<file path="config.mk">
export PLATFORM = sky130hd
export DESIGN_NAME = r_mul_iter
export DESIGN_NICKNAME = d
export VERILOG_FILES = /design/src/rtl/r_mul_iter.sv
export SDC_FILE = /design/constraint.sdc
export NUM_CORES = 1
export LEC_CHECK = 0
export CAP_MARGIN = 0
export CORE_MARGIN = 5
export CORE_UTILIZATION = 25
export CTS_BUF_LIST = sky130_fd_sc_hd__clkbuf_16
export DETAILED_ROUTE_END_ITERATION = 10
export PLACE_DENSITY = 0.39
export SYNTH_ARGS = -nofsm -noshare
export SYNTH_HDL_FRONTEND = slang
export SYNTH_SLANG_ARGS = --single-unit
</file>
<file path="constraint.sdc">
create_clock -name clk_i -period 16.15 [get_ports clk_i]
set_input_delay 2.4225 -clock clk_i [delete_from_list [all_inputs] [get_ports clk_i]]
set_output_delay 2.4225 -clock clk_i [all_outputs]
set_load 0.005 [all_outputs]
</file>
<file path="src/rtl/r_mul_iter.sv">
// ---------------------------------------------------------------------------
// r_mul_iter
// Multicycle iterative signed multiplier for the PE functional units. It is
// the companion to the multicycle divider and uses the same en_i/valid_o
// handshake. A shift-add core retires K = log2(N_RADIX) multiplier bits per
// EXEC cycle, using only an N_BITS x K partial-product term. The operation
// is done on operand magnitudes, and the sign is applied on the last step.
//
// Ports:
//   clk_i    in   1       clock, rising edge
//   rst_n_i  in   1       asynchronous, active-low reset
//   en_i     in   1       start / keep-alive; high in IDLE or FINISH launches
//   a_i      in   N_BITS  signed multiplicand, captured at launch
//   b_i      in   N_BITS  signed multiplier, captured at launch
//   p_o      out  N_BITS  low half of signed product, registered
//   p_hi_o   out  N_BITS  high half of signed product (R_MUL_HIGH_EN only)
//   valid_o  out  1       one-cycle pulse while p_o holds a fresh result
//
// Configuration macro: R_MUL_HIGH_EN
//   defined   -> 2*N_BITS accumulator, p_hi_o port present
//   undefined -> N_BITS accumulator (partial products truncated), no p_hi_o
// ---------------------------------------------------------------------------
module r_mul_iter #(
  parameter int N_BITS  = 32,
  parameter int N_RADIX = 4
) (
  input  logic              clk_i,
  input  logic              rst_n_i,
  input  logic              en_i,
  input  logic [N_BITS-1:0] a_i,
  input  logic [N_BITS-1:0] b_i,
  output logic [N_BITS-1:0] p_o,
`ifdef R_MUL_HIGH_EN
  output logic [N_BITS-1:0] p_hi_o,
`endif
  output logic              valid_o
);

  localparam int K           = $clog2(N_RADIX);
  localparam int N_MUL_STAGE = N_BITS / K;
  localparam int CNT_W       = (N_MUL_STAGE > 1) ? $clog2(N_MUL_STAGE) : 1;
`ifdef R_MUL_HIGH_EN
  localparam int ACC_W       = 2 * N_BITS;
`else
  localparam int ACC_W       = N_BITS;
`endif
  localparam logic [CNT_W-1:0] CNT_LAST = CNT_W'(N_MUL_STAGE - 1);

  typedef enum logic [1:0] {
    S_IDLE,
    S_EXEC,
    S_FINISH
  } state_t;

  state_t r_state;
  state_t w_stateNext;

  logic [N_BITS-1:0]   r_aMag;
  logic [N_BITS-1:0]   r_bMag;
  logic                r_neg;
  logic                r_zero;
  logic [CNT_W-1:0]    r_cnt;
  logic [ACC_W-1:0]    r_acc;
  logic [N_BITS-1:0]   r_p;
`ifdef R_MUL_HIGH_EN
  logic [N_BITS-1:0]   r_pHi;
`endif

  logic                w_launch;
  logic                w_lastStep;
  logic [K-1:0]        w_digit;
  logic [N_BITS+K-1:0] w_pp;
  logic [ACC_W-1:0]    w_ppShift;
  logic [ACC_W-1:0]    w_accNext;
  logic [ACC_W-1:0]    w_result;

  // A new operation may start from IDLE or directly out of FINISH, which
  // gives back-to-back operation without an idle bubble.
  assign w_launch   = ((r_state == S_IDLE) || (r_state == S_FINISH)) && en_i;
  assign w_lastStep = (r_state == S_EXEC) && en_i && (r_cnt == CNT_LAST);

  // One radix digit of the multiplier magnitude is consumed per cycle. The
  // N_BITS x K product is aligned to the digit position and accumulated.
  // In the narrow build the cast truncates to N_BITS. The low half is still
  // exact because all arithmetic is modulo 2^N_BITS.
  assign w_digit   = r_bMag[K*r_cnt +: K];
  assign w_pp      = {{K{1'b0}}, r_aMag} * {{N_BITS{1'b0}}, w_digit};
  assign w_ppShift = ACC_W'(w_pp) << (K*r_cnt);
  assign w_accNext = r_acc + w_ppShift;

  // The sign is applied after the magnitude product is complete. A zero
  // operand forces a clean zero, whatever the sign bits are.
  assign w_result  = r_zero ? '0 : (r_neg ? -w_accNext : w_accNext);

  // State register.
  always_ff @(posedge clk_i or negedge rst_n_i) begin
    if (!rst_n_i) begin
      r_state <= S_IDLE;
    end else begin
      r_state <= w_stateNext;
    end
  end

  // Next-state logic. valid_o is decoded from FINISH only, so it is exactly
  // one cycle wide. Dropping en_i during EXEC aborts the operation.
  always_comb begin
    w_stateNext = r_state;
    valid_o     = 1'b0;
    case (r_state)
      S_IDLE: begin
        if (en_i) w_stateNext = S_EXEC;
      end
      S_EXEC: begin
        if (!en_i)                  w_stateNext = S_IDLE;
        else if (r_cnt == CNT_LAST) w_stateNext = S_FINISH;
      end
      S_FINISH: begin
        valid_o     = 1'b1;
        w_stateNext = en_i ? S_EXEC : S_IDLE;
      end
      default: w_stateNext = S_IDLE;
    endcase
  end

  // Datapath. Operands are captured only on the launch edge, and they are
  // ignored at all other times. The result registers change only on the
  // last EXEC edge, so an abort leaves the previous result visible.
  always_ff @(posedge clk_i or negedge rst_n_i) begin
    if (!rst_n_i) begin
      r_aMag <= '0;
      r_bMag <= '0;
      r_neg  <= 1'b0;
      r_zero <= 1'b0;
      r_cnt  <= '0;
      r_acc  <= '0;
      r_p    <= '0;
`ifdef R_MUL_HIGH_EN
      r_pHi  <= '0;
`endif
    end else if (w_launch) begin
      r_aMag <= a_i[N_BITS-1] ? -a_i : a_i;
      r_bMag <= b_i[N_BITS-1] ? -b_i : b_i;
      r_neg  <= a_i[N_BITS-1] ^ b_i[N_BITS-1];
      r_zero <= (a_i == '0) || (b_i == '0);
      r_cnt  <= '0;
      r_acc  <= '0;
    end else if (r_state == S_EXEC) begin
      if (!en_i) begin
        r_acc <= '0;
        r_cnt <= '0;
      end else if (w_lastStep) begin
        r_acc <= w_accNext;
        r_cnt <= '0;
        r_p   <= w_result[N_BITS-1:0];
`ifdef R_MUL_HIGH_EN
        r_pHi <= w_result[ACC_W-1 -: N_BITS];
`endif
      end else begin
        r_acc <= w_accNext;
        r_cnt <= r_cnt + 1'b1;
      end
    end
  end

  assign p_o    = r_p;
`ifdef R_MUL_HIGH_EN
  assign p_hi_o = r_pHi;
`endif

endmodule

</file>
* Word level (Yosys, flattened, before mapping)
Index checks and enable logic that the tools add are counted.
Word-level totals: register bits 136, output and inout bits 33, input port bits 67
Cells by class: equal/unequal tests 5, mux-type cells 17, multiply operators 1, reductions and logical operators 11, add/sub/neg operators 5, bitwise gates (word level) 2, shift-type cells 2
Operator list (count):
- 2-to-1 mux 32 bit | 7
- negation 32 bit | 3
- zero test 32 bit | 2
- adder 32 bit | 1
- multiplier 32 x 2 -> 32 bit | 1
- variable part select 32 x 6 -> 2 bit | 1
- << shifter 32 x 5 -> 32 bit | 1
- 2-to-1 mux 4 bit | 4
- 2-to-1 mux 2 bit | 3
- case mux 2 bit (3 select lines) | 1
- adder 4 x 1 -> 4 bit (second input constant) | 1
- equality test 4 bit (second input constant) | 1
- AND reduction 4 bit | 1
- logical AND 1 bit | 3
- inequality test 3 bit (second input constant) | 1
- equality test 2 x 1 -> 1 bit (second input constant) | 1
- equality test 2 bit (second input constant) | 1
- zero test 2 bit | 1
- logical OR 1 bit | 2
- 2-to-1 mux 1 bit | 2
- inequality test 2 bit (second input constant) | 1
- AND reduction 2 bit | 1
- nonzero test 2 bit | 1
- NOT 1 bit | 1
- XOR 1 bit | 1

* Depth between registers and ports, before layout
Gate-level depths: netlist (run 1).
word-level depth 7, gate-level depth with buffers 33, gate-level depth less buffers 30

* Worst setup path after synthesis (run 1)
OpenSTA, ideal clock, no wires.
kind register to register, from reg r_cnt[0], to reg r_p[30], in the netlist p_o[30], path slack 8.419 ns, path buffers 3, arrival 7.601 ns, stages on the path, launching flop included 33, cells stage by stage dfrtp_1 -> clkbuf_1 -> clkinv_1 -> nor2_1 -> a221oi_1 -> mux2_2 -> clkbuf_1 -> and2_1 -> ha_1 -> fa_1 -> a211oi_1 -> o21ai_0 -> a311oi_1 -> nor2_1 -> xor2_1 -> a222oi_1 -> and2_1 -> nor2_1 -> a21oi_1 -> nor2_1 -> ha_1 -> clkbuf_1 -> o21ai_0 -> nor2_1 -> nor4_1 -> a2111oi_0 -> nor2_1 -> xnor2_1 -> nor2_1 -> or4b_2 -> o41ai_2 -> xor2_1 -> o21ai_1
Between the ends: word-level cells in the longest chain between the ends 7, elaborated cells between the ends (all ways) 10, those cells by class add/sub: 2; mul: 1; eq/ne: 1; shift: 2; mux: 2; reduce/logical: 2
RTL lines:
- from (decl) | RTL line 62 | logic [CNT_W-1:0] r_cnt;
- from (signal assigned) | RTL line 160 | r_cnt <= r_cnt + 1'b1;
- variable part select 32 x 6 -> 2 bit | RTL line 86 | assign w_digit = r_bMag[K*r_cnt +: K];
- multiplier 32 x 2 -> 32 bit | RTL line 87 | assign w_pp = {{K{1'b0}}, r_aMag} * {{N_BITS{1'b0}}, w_digit};
- << shifter 32 x 5 -> 32 bit | RTL line 88 | assign w_ppShift = ACC_W'(w_pp) << (K*r_cnt);
- adder 32 bit | RTL line 89 | assign w_accNext = r_acc + w_ppShift;
- negation 32 bit | RTL line 93 | assign w_result = r_zero ? '0 : (r_neg ? -w_accNext : w_accNext);
- 2-to-1 mux 32 bit (2 in a row) | RTL line 93
- to (signal assigned) | RTL line 154 | r_p <= w_result[N_BITS-1:0];
- to (decl) | RTL line 64 | logic [N_BITS-1:0] r_p;
Several ways; a longest one is shown, not always the timed one. A chain may end at the register's enable or synchronous reset.

* Worst setup path after layout (run 1)
Same ends and word-level chain as after synthesis.

==> impl_metrics.xml, run 1 <==
<?xml version="1.0" encoding="UTF-8"?>
<metrics>
  <group name="floorplan">
    <metric name="fp.dieW" unit="um">230</metric>
    <metric name="top_level_ports" unit="">100</metric>
    <metric name="num_rows" unit="">80</metric>
    <metric name="dieArea" unit="um^2">52700</metric>
    <metric name="initial_core_util" unit="%">25.2</metric>
    <metric name="core_area" unit="um^2">47700</metric>
    <metric name="fp.dieH" unit="um">230</metric>
  </group>
  <group name="logic_synthesis">
    <metric name="top_post_synthesis_cells_by_area" unit="">dfrtp_1, o21ai_0, xor2_1</metric>
    <metric name="ys_seq_area_share" unit="%">28.3</metric>
    <metric name="synth_xor_xnor_area_share" unit="%">10.4</metric>
    <metric name="syn-instance-count" unit="">1509</metric>
    <metric name="synth_fp_nets" unit="">1644</metric>
    <metric name="commonest_register_cell_after_synthesis" unit="">dfrtp_1</metric>
    <metric name="synth.top_cell.area_share" unit="%">28.3</metric>
    <metric name="post_synthesis_area_per_instance" unit="um^2">7.98</metric>
    <metric name="main_combinational_cell_family_by_area_after_synthesis" unit="">compound AO/OA/AOI/OAI gates</metric>
    <metric name="synthArstFlopShare" unit="%">100</metric>
    <metric name="number_of_synthesized_flops_with_an_enable_pin" unit="">0</metric>
    <metric name="yosysUniqueCellTypes" unit="">80</metric>
    <metric name="synth.yosys.warnings" unit="">0</metric>
    <metric name="synth_compound_area_share" unit="%">24.6</metric>
    <metric name="synth-seq-cells" unit="">136</metric>
    <metric name="synth.cell_area" unit="um^2">12000</metric>
    <metric name="synth_mux_area_share" unit="%">4.52</metric>
    <metric name="synth_simple_gate_area_share" unit="%">21.3</metric>
    <metric name="synth_top_area_cell" unit="">dfrtp_1</metric>
    <metric name="adder_cell_share_of_the_synthesized_area" unit="%">7.19</metric>
  </group>
  <group name="timing">
    <metric name="timing.clock.skew" unit="ns">0.0101</metric>
    <metric name="tns" unit="ns">0</metric>
    <metric name="timing.final.setup_violations" unit="">0</metric>
    <metric name="worst_pin_slew" unit="ns">1.15</metric>
    <metric name="report.final.slew_viol_count" unit="">0</metric>
    <metric name="fin_hold_ws" unit="ns">0.474</metric>
    <metric name="achievable-frequency" unit="MHz">101</metric>
    <metric name="slew_headroom" unit="%">23.1</metric>
    <metric name="final_min_period_over_clock_period" unit="%">61.6</metric>
    <metric name="hold_viol_final" unit="">0</metric>
    <metric name="rsz_0062_raised_after_global_routing" unit="">false</metric>
    <metric name="min_period" unit="ns">9.95</metric>
  </group>
  <group name="clocking">
    <metric name="cts_setup_buffers" unit="">0</metric>
    <metric name="clock_path_buffers" unit="">2</metric>
    <metric name="cts_num_sinks" unit="">136</metric>
    <metric name="cts-hold-fix-buffers" unit="">0</metric>
    <metric name="cts_inserted_buffers" unit="">17</metric>
    <metric name="clock_insertion_delay_worst_skew" unit="ns">0.45</metric>
    <metric name="clkSlewWorstSetupHoldPaths" unit="ns">0.06</metric>
    <metric name="htree_levels" unit="">4</metric>
    <metric name="tritoncts_clock_tree" unit="">done</metric>
    <metric name="clockRootBuffer" unit="">clkbuf_16</metric>
    <metric name="cts_resized" unit="">0</metric>
  </group>
  <group name="worst_hold_path">
    <metric name="classification_of_the_worst_slack_hold_path" unit="">register to register</metric>
  </group>
  <group name="global_routing">
    <metric name="wire_length_of_the_first_global_routing_pass" unit="um">63500</metric>
    <metric name="grt.total_usage" unit="%">15.0</metric>
    <metric name="grt_pass1_vias" unit="">11000</metric>
    <metric name="grt_remaining_overflow" unit="">0</metric>
    <metric name="grt_max_degree" unit="">85</metric>
    <metric name="number_of_antenna_violations_at_the_first_check_in_global_routing" unit="">0</metric>
  </group>
  <group name="worst_setup_path">
    <metric name="critical_path.n_buffers_inverters" unit="">1</metric>
    <metric name="cp.required" unit="ns">16.45</metric>
    <metric name="path_common_cell" unit="">o21ai_0</metric>
    <metric name="critPathKind" unit="">register to register</metric>
    <metric name="worstPathArrival" unit="ns">10.24</metric>
    <metric name="critical_path.slowest_cell" unit="">nor2_1</metric>
    <metric name="critical_path.startpoint_type" unit="">register</metric>
    <metric name="largest_driver_fanout_on_the_critical_path" unit="">30</metric>
    <metric name="critPathMaxStageDelay" unit="ns">0.99</metric>
    <metric name="end_kind" unit="">register</metric>
    <metric name="worst_path_dominant_cell_family" unit="">compound AO/OA/AOI/OAI gates</metric>
  </group>
  <group name="power">
    <metric name="pwr-share-comb" unit="%">60.9</metric>
    <metric name="netSwitchingFraction" unit="%">47.6</metric>
    <metric name="vdd_drop_max" unit="mV">0.0901</metric>
    <metric name="total_leakage_power" unit="uW">0.00616</metric>
    <metric name="seqPwrFrac" unit="%">20.5</metric>
    <metric name="p_per_area" unit="nW/um^2">159</metric>
    <metric name="internal_power_component" unit="uW">1180</metric>
    <metric name="pwr-share-clk" unit="%">18.5</metric>
    <metric name="power.switching" unit="uW">1070</metric>
  </group>
  <group name="layout">
    <metric name="final_util" unit="%">29.7</metric>
    <metric name="num-nets-final" unit="">1687</metric>
    <metric name="layout_stage_area_growth_over_the_synthesis_result" unit="%">17.7</metric>
    <metric name="layout_cell_share_with_drive_strength_beyond_1" unit="%">5.24</metric>
    <metric name="layout.cells.most_common_list" unit="">nand2_1, o21ai_0, dfrtp_1</metric>
    <metric name="final_common_cell" unit="">nand2_1</metric>
    <metric name="n_antenna_cell" unit="">0</metric>
  </group>
  <group name="placement">
    <metric name="dp.final_hpwl" unit="um">30600</metric>
    <metric name="numPortBuffers" unit="">99</metric>
    <metric name="placer_congestion" unit="">0.886</metric>
  </group>
  <group name="drt">
    <metric name="vias" unit="">10900</metric>
    <metric name="detailedRoute.firstPassIterationCount" unit="">5</metric>
    <metric name="drc" unit="">0</metric>
    <metric name="initialDrtViolationCount" unit="">608</metric>
    <metric name="avgViaCountPerCell" unit="">4.99</metric>
    <metric name="final_antenna_net_count" unit="">0</metric>
    <metric name="drt_wl_total" unit="um">39200</metric>
    <metric name="avgRoutedWirePerCell" unit="um">18.0</metric>
  </group>
  <group name="outcome">
    <metric name="status" unit="">finished, final reports clean</metric>
  </group>
  <group name="run">
    <metric name="drv_cap" unit="">0</metric>
  </group>
</metrics>
## sequential cells by signal (all words and copies together) (netlist names)
name and flops:
r_bMag 32, r_zero 1, r_cnt 4, r_state 2, p_o 32, r_aMag 32
r_neg 1, r_acc 32
## layer usage
metal | global-route usage (%) | up-vias | share of wire [%]
met5 | 0 | - | 0
met4 | 4.25 | 0 | 1.9
met3 | 2.32 | 39 | 2.2
met2 | 23.9 | 147 | 46
met1 | 21.0 | 5161 | 50
li1 | - | 5523 | -
## through the flow
stage | total power [uW] | setup WS (ns) | instance area, um^2 | instances
after global routing | 2460 | 5.39 | 14200 | 2180
after global placement | 1850 | 6.44 | 13600 | 2148
after floorplan | 1460 | 8.42 | 12000 | 1509
after detailed placement | 1840 | 6.22 | 13600 | 2148
after CTS | 2280 | 6.18 | 14200 | 2180
final | 2250 | 6.20 | 14200 | 2180
## worst reg2reg max path, delay by kind of cell, from the launching register on
family                   cells  cell delay [ns]
adder cells (fa/ha/maj)      2             0.60
AO/OA/AOI/OAI               14             3.53
XOR/XNOR                     2             0.42
buffers and inverters        1             0.78
AND/OR/NAND/NOR              6             2.84
multiplexers                 3             1.27
flip-flops                   1             0.35
## logic make-up after synthesis
kind of cell / after synthesis
simple gates: 536
compound gates: 469
xor+xnor: 140
flops: 136
buf+inv: 118
fa+ha+maj: 68
mux: 42
## power by group through the flow
stage | Combinational [uW] | Clock [uW] | Sequential (uW)
finish | 1370 | 418 | 463
global placement | 1380 | 0 | 470
detailed placement | 1380 | 0 | 469
CTS | 1380 | 431 | 464
floorplan | 1020 | 0 | 446
global route | 1540 | 444 | 473
## layout make-up
| type | instances | area [um^2] |
|---|---|---|
| Clock inverter | 15 | 183 |
| Fill cell | 5214 | 33600 |
| Timing Repair Buffer | 110 | 1070 |
| Tap cell | 615 | 769 |
| Inverter | 32 | 120 |
| Clock buffer | 17 | 425 |
| Sequential cell | 136 | 3400 |
| Multi-Input combinational cell | 1255 | 8200 |
## synthesized netlist by cell type, types with 11 or more instances
| cell | instances |
|---|---|
| nand2b_1 | 11 |
| mux2i_1 | 24 |
| a31oi_1 | 12 |
| xnor2_1 | 41 |
| buf_1 | 12 |
| clkbuf_1 | 68 |
| a21oi_1 | 77 |
| ha_1 | 66 |
| and3_1 | 11 |
| inv_1 | 29 |
| nor2_1 | 91 |
| or4_1 | 16 |
| a211oi_1 | 12 |
| o21bai_1 | 11 |
| o21ai_0 | 182 |
| o211ai_1 | 11 |
| nand2_1 | 221 |
| or3_1 | 17 |
| nor3_1 | 16 |
| nand3_1 | 33 |
| xor2_1 | 97 |
| dfrtp_1 | 136 |
| a21o_1 | 23 |
| and2_1 | 73 |
| o31ai_1 | 32 |
| a22o_1 | 21 |
## worst paths after layout
check                      startpoint          to  slack (ns)  cells after the start
setup / recovery             r_cnt[0]     p_o[30]        6.20                     28
setup reg to reg             r_cnt[0]     p_o[30]        6.20                     28
max in group asynchronous     rst_n_i  r_aMag[19]       12.73                      2
min in group asynchronous     rst_n_i      p_o[6]        1.97                      1
hold / removal                p_o[19]     p_o[19]        0.47                      2
hold reg to reg               p_o[19]     p_o[19]        0.47                      2
Note: power is estimated with default switching activity, not from simulation.
==> run 2, diff against run 1 <==
PLACE_DENSITY = 0.4   (was 0.39)
clock period = 8.9 ns   (was 16.15 ns; I/O delays follow)
==> impl_metrics.xml, run 2 (synthesized netlist as in run 1, its figures left out) <==
<?xml version="1.0" encoding="UTF-8"?>
<metrics>
  <group name="layout">
    <metric name="n_antenna_cell" unit="">0</metric>
    <metric name="final_util" unit="%">30.0</metric>
    <metric name="final.fill_count" unit="">5122</metric>
    <metric name="layout_stage_area_growth_over_the_synthesis_result" unit="%">18.8</metric>
    <metric name="num-nets-final" unit="">1703</metric>
    <metric name="layout_cell_share_with_drive_strength_beyond_1" unit="%">6.33</metric>
    <metric name="layout.cells.most_common_list" unit="">nand2_1, o21ai_0, dfrtp_1</metric>
    <metric name="final_common_cell" unit="">nand2_1</metric>
  </group>
  <group name="worst_hold_path">
    <metric name="holdCritStartpoint" unit="">p_o[21]</metric>
    <metric name="classification_of_the_worst_slack_hold_path" unit="">register to register</metric>
  </group>
  <group name="worst_setup_path">
    <metric name="largest_driver_fanout_on_the_critical_path" unit="">29</metric>
    <metric name="critPathKind" unit="">register to register</metric>
    <metric name="critical_path.slowest_cell" unit="">or4b_2</metric>
    <metric name="worst_path_dominant_cell_family" unit="">compound AO/OA/AOI/OAI gates</metric>
    <metric name="critical_path.n_buffers_inverters" unit="">3</metric>
    <metric name="critPathMaxStageDelay" unit="ns">0.73</metric>
    <metric name="regToRegSetupSlack" unit="ns">0.63</metric>
    <metric name="startpoint" unit="">r_cnt[0]</metric>
    <metric name="critical_path.startpoint_type" unit="">register</metric>
    <metric name="cp.required" unit="ns">9.20</metric>
    <metric name="worstPathArrival" unit="ns">8.58</metric>
    <metric name="timing.rr.start" unit="">r_cnt[0]</metric>
    <metric name="end_kind" unit="">register</metric>
  </group>
  <group name="timing">
    <metric name="timing.final.setup_violations" unit="">0</metric>
    <metric name="rsz_0062_raised_after_global_routing" unit="">false</metric>
    <metric name="final_min_period_over_clock_period" unit="%">93.0</metric>
    <metric name="achievable-frequency" unit="MHz">121</metric>
    <metric name="timing.clock.skew" unit="ns">0.0131</metric>
    <metric name="tns" unit="ns">0</metric>
    <metric name="report.final.slew_viol_count" unit="">0</metric>
    <metric name="slew_headroom" unit="%">23.2</metric>
    <metric name="min_period" unit="ns">8.27</metric>
    <metric name="hold_viol_final" unit="">0</metric>
    <metric name="post-route-worst-setup-slack" unit="ns">0.627</metric>
    <metric name="worst_pin_slew" unit="ns">1.15</metric>
  </group>
  <group name="global_routing">
    <metric name="grt_busiest_layer" unit="">met2</metric>
    <metric name="grt_use_met2" unit="%">23.0</metric>
    <metric name="grt_max_degree" unit="">111</metric>
    <metric name="grt_pass1_vias" unit="">11000</metric>
    <metric name="grt_remaining_overflow" unit="">0</metric>
    <metric name="globalRouteMet1Util" unit="%">20.1</metric>
    <metric name="number_of_antenna_violations_at_the_first_check_in_global_routing" unit="">1</metric>
    <metric name="grt.total_usage" unit="%">14.5</metric>
    <metric name="met3_usage" unit="%">2.58</metric>
    <metric name="wire_length_of_the_first_global_routing_pass" unit="um">61800</metric>
  </group>
  <group name="clocking">
    <metric name="clock_insertion_delay_worst_skew" unit="ns">0.46</metric>
    <metric name="clkSlewWorstSetupHoldPaths" unit="ns">0.06</metric>
    <metric name="cts_setup_buffers" unit="">0</metric>
    <metric name="cts_num_sinks" unit="">136</metric>
    <metric name="tritoncts_clock_tree" unit="">done</metric>
    <metric name="cts_inserted_buffers" unit="">17</metric>
    <metric name="htree_levels" unit="">4</metric>
    <metric name="clock_path_buffers" unit="">2</metric>
    <metric name="clockRootBuffer" unit="">clkbuf_16</metric>
  </group>
  <group name="floorplan">
    <metric name="top_level_ports" unit="">100</metric>
    <metric name="fp.dieH" unit="um">230</metric>
    <metric name="num_rows" unit="">80</metric>
    <metric name="core_area" unit="um^2">47700</metric>
    <metric name="dieArea" unit="um^2">52700</metric>
    <metric name="fp.dieW" unit="um">230</metric>
    <metric name="initial_core_util" unit="%">25.2</metric>
  </group>
  <group name="run">
    <metric name="drv_cap" unit="">0</metric>
  </group>
  <group name="power">
    <metric name="vdd_drop_max" unit="mV">0.155</metric>
    <metric name="total_leakage_power" unit="uW">0.00624</metric>
    <metric name="p_per_area" unit="nW/um^2">290</metric>
    <metric name="p_total" unit="uW">4150</metric>
  </group>
  <group name="drt">
    <metric name="avgViaCountPerCell" unit="">5.04</metric>
    <metric name="avgRoutedWirePerCell" unit="um">17.5</metric>
    <metric name="initialDrtViolationCount" unit="">681</metric>
    <metric name="final_antenna_net_count" unit="">0</metric>
    <metric name="detailedRoute.firstPassIterationCount" unit="">5</metric>
    <metric name="drc" unit="">0</metric>
    <metric name="vias" unit="">11100</metric>
    <metric name="drt_wl_total" unit="um">38400</metric>
  </group>
  <group name="placement">
    <metric name="dp.final_hpwl" unit="um">30300</metric>
    <metric name="placer_congestion" unit="">0.869</metric>
    <metric name="dp_worst_setup_slack" unit="ns">0.373</metric>
    <metric name="numPortBuffers" unit="">99</metric>
  </group>
  <group name="outcome">
    <metric name="status" unit="">finished, final reports clean</metric>
  </group>
</metrics>
==> run 2: metal layers <==
metal	share of wire [%]	wire, um	up-vias
met5	0	0	-
met4	2.2	852	0
met3	3.2	1240	44
met2	45	17400	192
met1	49	18900	5254
li1	-	-	5565
==> run 2: worst paths after layout <==
check	to	depth (start not counted)
worst max register to register	p_o[30]	32
worst max-delay path	p_o[30]	32
min in group asynchronous	p_o[4]	1
worst min register to register	p_o[21]	2
max in group asynchronous	r_aMag[15]	2
worst min-delay path	p_o[21]	2
==> run 2: repair_timing <==
item                       CTS  global route
resized for setup            0             5
setup endpoints to repair    0             5
hold buffers                 0             0
==> run 2: tightest hold or removal path, delay by kind of cell, from the launching register on <==
family | cells | cell delay (ns)
DFF | 1 | 0.34
and+or+nand+nor | 1 | 0.04
AOI/OAI and AO/OA | 1 | 0.05
==> run 2: metrics by stage <==
step,area (um^2),hold WS (ns),cells
final,14300,0.475,2195
after global routing,14300,0.504,2195
after CTS,14300,0.482,2195
after detailed placement,13700,0.469,2164
after global placement,13700,0.465,2164
after floorplan,12000,0.443,1509
==> run 2: where the power goes <==
part / internal, uW / switching [uW]
Combinational: 982 / 1560
Clock: 464 / 292
Sequential: 745 / 104
Total: 2190 / 1960
==> run 2: area by class of cell <==
class	instances	area (um^2)	share of cell area [%]
well taps	615	769	5.38
inverters	32	120	0.839
repair buffers	126	1190	8.35
flip-flops and latches	136	3400	23.8
clock inverters	14	181	1.27
clock buffers	17	425	2.97
multi-input cells	1255	8220	57.4
==> run 3, diff against run 2 <==
CORE_MARGIN = default   (was 5)
==> impl_metrics.xml, run 3 (synthesized netlist as in run 1, its figures left out) <==
<?xml version="1.0" encoding="UTF-8"?>
<metrics>
  <group name="timing">
    <metric name="fin_hold_ws" unit="ns">0.474</metric>
    <metric name="min_period" unit="ns">8.22</metric>
    <metric name="achievable-frequency" unit="MHz">122</metric>
    <metric name="timing.clock.skew" unit="ns">0.0125</metric>
    <metric name="hold_viol_final" unit="">0</metric>
    <metric name="report.final.slew_viol_count" unit="">0</metric>
    <metric name="timing.final.setup_violations" unit="">0</metric>
    <metric name="tns" unit="ns">0</metric>
    <metric name="final_min_period_over_clock_period" unit="%">92.4</metric>
    <metric name="slew_headroom" unit="%">25.1</metric>
    <metric name="rsz_0062_raised_after_global_routing" unit="">false</metric>
    <metric name="worst_pin_slew" unit="ns">1.12</metric>
  </group>
  <group name="run">
    <metric name="drv_cap" unit="">0</metric>
  </group>
  <group name="floorplan">
    <metric name="core_area" unit="um^2">47600</metric>
    <metric name="dieArea" unit="um^2">49100</metric>
    <metric name="num_rows" unit="">80</metric>
    <metric name="initial_core_util" unit="%">25.3</metric>
    <metric name="top_level_ports" unit="">100</metric>
    <metric name="fp.dieW" unit="um">222</metric>
    <metric name="fp.dieH" unit="um">222</metric>
  </group>
  <group name="power">
    <metric name="pwr-share-clk" unit="%">17.4</metric>
    <metric name="vdd_drop_max" unit="mV">0.148</metric>
    <metric name="pwr-share-comb" unit="%">62.0</metric>
    <metric name="total_leakage_power" unit="uW">0.00621</metric>
    <metric name="seqPwrFrac" unit="%">20.5</metric>
    <metric name="power.switching" unit="uW">1980</metric>
    <metric name="netSwitchingFraction" unit="%">48.1</metric>
    <metric name="internal_power_component" unit="uW">2140</metric>
    <metric name="p_per_area" unit="nW/um^2">289</metric>
  </group>
  <group name="layout">
    <metric name="final.fill_count" unit="">5201</metric>
    <metric name="layout_stage_area_growth_over_the_synthesis_result" unit="%">18.7</metric>
    <metric name="layout_cell_share_with_drive_strength_beyond_1" unit="%">6.57</metric>
    <metric name="final_common_cell" unit="">nand2_1</metric>
    <metric name="layout.cells.most_common_list" unit="">nand2_1, o21ai_0, dfrtp_1</metric>
    <metric name="final_util" unit="%">30.0</metric>
    <metric name="num-nets-final" unit="">1705</metric>
    <metric name="n_antenna_cell" unit="">0</metric>
  </group>
  <group name="worst_hold_path">
    <metric name="holdCritStartpoint" unit="">p_o[15]</metric>
    <metric name="classification_of_the_worst_slack_hold_path" unit="">register to register</metric>
    <metric name="worst_hold_path.num_cells" unit="">2</metric>
    <metric name="holdPathEnd" unit="">p_o[15]</metric>
  </group>
  <group name="global_routing">
    <metric name="wire_length_of_the_first_global_routing_pass" unit="um">62500</metric>
    <metric name="grt.total_usage" unit="%">16.1</metric>
    <metric name="grt_pass1_vias" unit="">10800</metric>
    <metric name="number_of_antenna_violations_at_the_first_check_in_global_routing" unit="">0</metric>
    <metric name="grt_max_degree" unit="">105</metric>
    <metric name="grt_remaining_overflow" unit="">0</metric>
  </group>
  <group name="worst_setup_path">
    <metric name="startpoint" unit="">r_cnt[0]</metric>
    <metric name="largest_driver_fanout_on_the_critical_path" unit="">28</metric>
    <metric name="critical_path.slowest_cell" unit="">or4b_2</metric>
    <metric name="worstPathArrival" unit="ns">8.52</metric>
    <metric name="r2r_endpoint" unit="">p_o[30]</metric>
    <metric name="reg2regPathDepth" unit="">32</metric>
    <metric name="critPathKind" unit="">register to register</metric>
    <metric name="path_common_cell" unit="">buf_4</metric>
    <metric name="regToRegSetupSlack" unit="ns">0.68</metric>
    <metric name="timing.rr.start" unit="">r_cnt[0]</metric>
    <metric name="critPathMaxStageDelay" unit="ns">0.73</metric>
    <metric name="end_kind" unit="">register</metric>
    <metric name="cp.required" unit="ns">9.20</metric>
    <metric name="critical_path.n_buffers_inverters" unit="">5</metric>
    <metric name="worst_path_dominant_cell_family" unit="">compound AO/OA/AOI/OAI gates</metric>
    <metric name="critical_path.startpoint_type" unit="">register</metric>
  </group>
  <group name="placement">
    <metric name="numPortBuffers" unit="">99</metric>
    <metric name="placer_congestion" unit="">0.875</metric>
    <metric name="dp.final_hpwl" unit="um">30700</metric>
  </group>
  <group name="clocking">
    <metric name="clockRootBuffer" unit="">clkbuf_16</metric>
    <metric name="cts_resized" unit="">0</metric>
    <metric name="cts-hold-fix-buffers" unit="">0</metric>
    <metric name="clock_insertion_delay_worst_skew" unit="ns">0.45</metric>
    <metric name="tritoncts_clock_tree" unit="">done</metric>
    <metric name="cts_num_sinks" unit="">136</metric>
    <metric name="cts_setup_buffers" unit="">0</metric>
    <metric name="cts_inserted_buffers" unit="">17</metric>
    <metric name="htree_levels" unit="">4</metric>
    <metric name="clock_path_buffers" unit="">2</metric>
    <metric name="clkSlewWorstSetupHoldPaths" unit="ns">0.07</metric>
  </group>
  <group name="drt">
    <metric name="drc" unit="">0</metric>
    <metric name="vias" unit="">10900</metric>
    <metric name="detailedRoute.firstPassIterationCount" unit="">5</metric>
    <metric name="final_antenna_net_count" unit="">0</metric>
    <metric name="avgViaCountPerCell" unit="">4.98</metric>
    <metric name="avgRoutedWirePerCell" unit="um">17.6</metric>
    <metric name="drt_wl_total" unit="um">38800</metric>
    <metric name="initialDrtViolationCount" unit="">566</metric>
  </group>
  <group name="outcome">
    <metric name="status" unit="">finished, final reports clean</metric>
  </group>
</metrics>
[run 3: cell types whose count changed in the layout (fill, tap and decap cells not counted), sizes merged]
cell / change
clkinvlp: +5
clkinv: -5
inv: +3
bufinv: -2
buf: +2
[run 3: layer usage]
metal / routed length (um) / global-route usage [%] / share of wire (%) / vias up
li1: - / - / - / 5566
met1: 19100 / 22.0 / 49 / 5196
met2: 18200 / 26.9 / 47 / 157
met3: 990 / 2.20 / 2.6 / 20
met4: 434 / 3.45 / 1.1 / 0
met5: 0 / 0 / 0 / -
[run 3: final cells by class]
class	instances	area [um^2]	area share, %
sequential	136	3410	23.8
clock inverter	15	153	1.07
inverter	32	120	0.840
multi-input combinational	1255	8210	57.4
clock buffer	17	425	2.98
tap	615	769	5.38
timing repair buffer	128	1210	8.47
[run 3: worst min-delay path: stages (launching register included)]
cell     delay, ns
dfrtp_1       0.34
nand2_1       0.04
o21ai_0       0.05
[run 3: stage by stage]
step	worst slack [ns]	cells	area [um^2]	total power, uW
after CTS	0.177	2198	14300	4170
final	0.680	2198	14300	4130
after detailed placement	0.217	2166	13700	3420
after global routing	0.0291	2198	14300	4500
after global placement	0.297	2166	13700	3440
after floorplan	1.17	1509	12000	2650
[run 3: worst max path at each step]
| stage | endpoint | slack (ns) | cells past startpoint |
|---|---|---|---|
| floorplan | p_o[30] | 1.17 | 32 |
| global placement | p_o[30] | 0.30 | 30 |
| detailed placement | p_o[30] | 0.22 | 30 |
| CTS | p_o[30] | 0.18 | 30 |
| global route | p_o[30] | 0.03 | 33 |
| finish | p_o[30] | 0.68 | 32 |
[run 3: power by group through the flow]
stage	Combinational [uW]	Clock (uW)	Sequential, uW
final	2560	720	848
after global placement	2570	0	865
after CTS	2570	747	851
after global routing	2860	773	868
after detailed placement	2560	0	860
after floorplan	1840	0	809
